`src/rtl/uart_hex_collector.sv`:
```
// Collects ASCII hex digits from a UART byte stream into a 24-bit display word.
// Optional idle timeout on partial lines is enabled by defining UART_HEX_TIMEOUT_EN.
module uart_hex_collector #(
  parameter int unsigned MAX_DIGITS = 6
`ifdef UART_HEX_TIMEOUT_EN
  , parameter int unsigned TIMEOUT_CYC = 50_000_000
`endif
) (
  input  logic        clk,
  input  logic        rst_n,
  input  logic [7:0]  rx_data,
  input  logic        rx_valid,
  output logic [23:0] data_out,
  output logic        data_update,
  output logic        err,
  output logic [2:0]  digit_cnt
);

  typedef enum logic [1:0] {
    ST_IDLE    = 2'd0,
    ST_COLLECT = 2'd1,
    ST_DISCARD = 2'd2
  } state_e;

  localparam logic [2:0] DIGIT_LIMIT = 3'(MAX_DIGITS);

  // Returns {is_hex, nibble}; letters map through their low nibble plus 9.
  function automatic logic [4:0] decode_hex(input logic [7:0] c);
    logic [4:0] r;
    if ((c >= 8'h30) && (c <= 8'h39)) begin
      r = {1'b1, c[3:0]};
    end else if (((c >= 8'h41) && (c <= 8'h46)) || ((c >= 8'h61) && (c <= 8'h66))) begin
      r = {1'b1, c[3:0] + 4'd9};
    end else begin
      r = 5'd0;
    end
    return r;
  endfunction

  function automatic logic is_term(input logic [7:0] c);
    return (c == 8'h0D) || (c == 8'h0A);
  endfunction

  state_e      state_q, state_d;
  logic        rx_valid_q;
  logic [7:0]  rx_data_q;
  logic [23:0] shadow_q, shadow_d;
  logic [2:0]  cnt_q, cnt_d;
  logic [23:0] data_q, data_d;
  logic        upd_q, upd_d;
  logic        err_q, err_d;

  logic [4:0]  dec_s;
  logic        byte_hex_s;
  logic        byte_term_s;
  logic [3:0]  nib_s;
  logic        tmo_expire_s;

  assign dec_s       = decode_hex(rx_data_q);
  assign byte_hex_s  = dec_s[4];
  assign nib_s       = dec_s[3:0];
  assign byte_term_s = is_term(rx_data_q);

`ifdef UART_HEX_TIMEOUT_EN
  localparam int unsigned TMO_W = (TIMEOUT_CYC > 2) ? $clog2(TIMEOUT_CYC) : 1;
  localparam logic [TMO_W-1:0] TMO_LAST = TMO_W'(TIMEOUT_CYC - 1);

  logic [TMO_W-1:0] tmo_q, tmo_d;

  // Any byte restarts the idle count, so a byte landing on the expiry cycle wins.
  always_comb begin : p_timeout
    tmo_d        = '0;
    tmo_expire_s = 1'b0;
    if (rx_valid_q) begin
      tmo_d = '0;
    end else if ((state_q == ST_COLLECT) || (state_q == ST_DISCARD)) begin
      if (tmo_q == TMO_LAST) begin
        tmo_d        = '0;
        tmo_expire_s = 1'b1;
      end else begin
        tmo_d = tmo_q + TMO_W'(1);
      end
    end else begin
      tmo_d = '0;
    end
  end
`else
  assign tmo_expire_s = 1'b0;
`endif

  // Input bytes are registered first; the parser works one cycle behind the strobe.
  always_ff @(posedge clk) begin : p_regs
    if (!rst_n) begin
      state_q    <= ST_IDLE;
      rx_valid_q <= 1'b0;
      rx_data_q  <= 8'h00;
      shadow_q   <= 24'h000000;
      cnt_q      <= 3'd0;
      data_q     <= 24'h000000;
      upd_q      <= 1'b0;
      err_q      <= 1'b0;
`ifdef UART_HEX_TIMEOUT_EN
      tmo_q      <= '0;
`endif
    end else begin
      state_q    <= state_d;
      rx_valid_q <= rx_valid;
      rx_data_q  <= rx_data;
      shadow_q   <= shadow_d;
      cnt_q      <= cnt_d;
      data_q     <= data_d;
      upd_q      <= upd_d;
      err_q      <= err_d;
`ifdef UART_HEX_TIMEOUT_EN
      tmo_q      <= tmo_d;
`endif
    end
  end

  always_comb begin : p_next_state
    state_d = state_q;
    if (tmo_expire_s) begin
      state_d = ST_IDLE;
    end else if (rx_valid_q) begin
      case (state_q)
        ST_IDLE: begin
          if (byte_hex_s) begin
            state_d = ST_COLLECT;
          end else if (byte_term_s) begin
            state_d = ST_IDLE;
          end else begin
            state_d = ST_DISCARD;
          end
        end
        ST_COLLECT: begin
          if (byte_hex_s) begin
            state_d = (cnt_q == DIGIT_LIMIT) ? ST_DISCARD : ST_COLLECT;
          end else if (byte_term_s) begin
            state_d = ST_IDLE;
          end else begin
            state_d = ST_DISCARD;
          end
        end
        ST_DISCARD: begin
          if (byte_term_s) begin
            state_d = ST_IDLE;
          end else begin
            state_d = ST_DISCARD;
          end
        end
        default: state_d = ST_IDLE;
      endcase
    end else begin
      state_d = state_q;
    end
  end

  always_comb begin : p_outputs
    shadow_d = shadow_q;
    cnt_d    = cnt_q;
    data_d   = data_q;
    upd_d    = 1'b0;
    err_d    = 1'b0;
    if (tmo_expire_s) begin
      shadow_d = 24'h000000;
      cnt_d    = 3'd0;
      err_d    = 1'b1;
    end else if (rx_valid_q) begin
      case (state_q)
        ST_IDLE: begin
          if (byte_hex_s) begin
            shadow_d = {20'h00000, nib_s};
            cnt_d    = 3'd1;
          end else if (byte_term_s) begin
            cnt_d    = 3'd0;
          end else begin
            err_d    = 1'b1;
          end
        end
        ST_COLLECT: begin
          if (byte_hex_s && (cnt_q != DIGIT_LIMIT)) begin
            shadow_d = {shadow_q[19:0], nib_s};
            cnt_d    = cnt_q + 3'd1;
          end else if (byte_term_s) begin
            data_d   = shadow_q;
            upd_d    = 1'b1;
            shadow_d = 24'h000000;
            cnt_d    = 3'd0;
          end else begin
            // Covers both the seventh digit and any non-hex character.
            err_d    = 1'b1;
            shadow_d = 24'h000000;
            cnt_d    = 3'd0;
          end
        end
        ST_DISCARD: begin
          if (byte_term_s) begin
            shadow_d = 24'h000000;
            cnt_d    = 3'd0;
          end else begin
            cnt_d    = 3'd0;
          end
        end
        default: begin
          shadow_d = 24'h000000;
          cnt_d    = 3'd0;
        end
      endcase
    end else begin
      upd_d = 1'b0;
    end
  end

  assign data_out    = data_q;
  assign data_update = upd_q;
  assign err         = err_q;
  assign digit_cnt   = cnt_q;

endmodule
```
`config.mk`:
```
export PLATFORM = sky130hd
export DESIGN_NAME = uart_hex_collector
export DESIGN_NICKNAME = d
export VERILOG_FILES = /design/src/rtl/uart_hex_collector.sv
export SDC_FILE = /design/constraint.sdc
export NUM_CORES = 1
export LEC_CHECK = 0
export ABC_AREA = 1
export CORE_MARGIN = 5
export CORE_UTILIZATION = 58
export CTS_CLUSTER_SIZE = 25
export DETAILED_ROUTE_END_ITERATION = 7
export HOLD_SLACK_MARGIN = 0.06
export PLACE_DENSITY = 0.84
export SLEW_MARGIN = 20
export SYNTH_ARGS = -nofsm -noshare
export SYNTH_HDL_FRONTEND = slang
export SYNTH_SLANG_ARGS = --single-unit
export TNS_END_PERCENT = 10
```
`constraint.sdc`:
```
create_clock -name clk -period 2.8 [get_ports clk]
set_input_delay 0.7 -clock clk [delete_from_list [all_inputs] [get_ports clk]]
set_output_delay 0.7 -clock clk [all_outputs]
set_load 0.03 [all_outputs]
```
==> reports/qor.txt <==
Run status: complete, no violations
Syn_nets: 407
CP peak stage delay: 690 ps
Initial Utilization: 59.44%
Number of CTS-inserted buffers: 9
Die height: 79.58 microns
Port Buffer Count: 39
Relative slew slack: 65.95%
Tcrit/Tclk final: 75.55%
Post-cts sizing count: 0
Total core area: 4723 sq um
Ranking of synthesized cells by area: dfxtp_1 (46%), nand2_1 (14%), nor2_1 (7.0%)
Initial antenna violation count: 0
Final HPWL DP: 3624 microns
Final Net Count: 442
Post-synthesis sequential area ratio: 45.63%
WHS Path Cells: 2
Die footprint: 6332 sq um
CTS H-Tree Depth: 3
Clock Tree Buf Depth: 2
DR vias/cell: 4.883
Total grt overflow: 0
VDD IR max: 0.4590 mV
First-pass GRT wire length: 9729 microns
Worst Path Buf+Inv: 1
Postcts setup bufs: 0
Crit Path Category: reg2out
Largest net degree at the start of global routing: 50
Clock Skew: 11.94 ps
Routed Antenna Nets: 0
DR iter-0 viols: 162
Post-synth EDFFs: 0
Top Family by Delay on Critical Path: buffers and inverters
Slew @ Worst Pin: 509.5 ps
Top_reg_cell synth: dfxtp_1
Synth top cells by count: nand2_1 (107), dfxtp_1 (64), nor2_1 (52)
Mapped Cells: 390
Post-Syn Area: 2808 sq um
Vias in the first global route: 2256
Hold buffers post-CTS: 0
GRT Total Usage: 19.54%
Fmax: 472.7 MHz
CP Launch Type: register
Avg Cell Area, Syn: 7.199 sq um
Worst setup EP type: output port
Share of the synthesized area in the top cell type: 45.63%
Die W: 79.58 microns
Drt total wl: 5555 microns
Crit path depth: 1
Crit path cell chain: clkdlybuf4s50_1
I/O pin cnt: 40
CP max stage cell: clkdlybuf4s50_1
Layout area overhead: 21.03%
Count leader, synth: nand2_1
RSZ-0062 raised after global routing: false
Hold WC Path Type: reg2reg
Clock root buffer: clkbuf_8
Power Density: 547.3 nW/um^2
Power Total: 1.860 mW
Area leader, netlist: dfxtp_1
Ys async rst share: 0%
Min cycle time layout: 2115 ps
Synth Register Bits: 64
Max Slew Vio Count: 0
Worst Path Required: 2100 ps
Cell row count: 25
Post-DR wirelength/cell: 11.18 microns
Setup TNS: 0 ps
Via Count: 2427
Inserted Diodes: 0
Drt drc: 0
Synth cell types: 27
Critical path data arrival time: 1420 ps
Leakage power: 1.555 nW
Drt pass-1 iters: 4
Final setup fails: 0
Ys Warns: 0
CTS tree: yes
Max-cap violations: 0
Placer Congestion: 0.9318
Clk_lat worst skew: 340 ps
Clk sinks: 64
R2R depth: 9
Clock transition at path regs: 70 ps
Share of cells above drive strength 1: 9.070%
Hold Fails Final Rpt: 0
CP max FO: 4
cell usage in the layout, fill, tap and decap left out:
cell             count
nand3_2              3
nand3b_1             1
ha_1                 6
dfxtp_1             64
nor2_4               1
clkbuf_8            11
a21oi_1             28
nand2_1            107
nand3_1             30
clkinv_1             1
nand2_4              3
nand4_1              2
clkdlybuf4s50_1     39
xnor2_1              1
nor2_1              52
bufinv_16            1
nor2_2               9
buf_4                3
o21ai_0              8
clkinvlp_4           1
inv_1               46
xor2_1               1
clkinv_2             1
nand4_4              1
inv_2                3
and2b_1              1
nor3_1               2
inv_6                1
clkbuf_1             1
o211ai_1             1
a21oi_2              1
state kept, by name, summed over array words and instances, names as in the netlist:
name	cells
data_out	24
data_update	1
digit_cnt	3
err	1
rx_data_q	8
rx_valid_q	1
shadow_q	24
state_q	2
final cells by class:
type	instances	area [sq um]
Fill cell	387	1325
Sequential cell	64	1281
Multi-Input combinational cell	258	1226
Timing Repair Buffer	42	412.9
Inverter	50	187.7
Clock buffer	12	155.1
Tap cell	67	83.83
Clock inverter	4	51.30
worst paths after layout:
check	startpoint	to	slack, ps
worst max-delay path	digit_cnt[0]	digit_cnt[0]	680
worst min-delay path	shadow_q[22]	data_out[22]	490
worst max register to register	rx_data_q[0]	shadow_q[9]	750
worst min register to register	shadow_q[22]	data_out[22]	490
cells by family after synthesis:
family | count (synthesis) | synth area share, %
AOI/OAI and AO/OA | 38 | 6.996
xor gates and xnor gates | 2 | 0.6240
adders and majority gates | 6 | 2.674
and+or+nand+nor | 212 | 33.38
buffers and inverters | 68 | 10.69
DFF | 64 | 45.63
layer usage:
metal | up-vias | track usage, % | wire, microns
met5 | - | 0 | 0
li1 | 1267 | - | -
met2 | 62 | 29.05 | 2484
met4 | 0 | 8.419 | 99
met1 | 1086 | 26.06 | 2667
met3 | 12 | 5.982 | 303
through the flow:
stage                     hold WS, ps  setup slack (ps)  utilization (%)  instances  cell area [sq um]
after floorplan                 456.1              1098                -        390               2808
after global placement          465.8             865.8            67.58        481               3192
after detailed placement        475.4             757.5            67.58        481               3192
after CTS                       487.7             664.4            71.95        497               3398
after global routing            499.7             551.4            71.95        497               3398
final                           487.9             684.7            71.95        497               3398
power by group:
group / leakage [nW] / total, mW / internal [mW] / switching [mW]
clock: 0.103 / 0.816 / 0.462 / 0.355
combinational: 0.934 / 0.108 / 0.0391 / 0.0686
sequential: 0.518 / 0.936 / 0.922 / 0.0138
total: 1.55 / 1.86 / 1.42 / 0.437
Note: power is estimated with default switching activity, not from simulation.
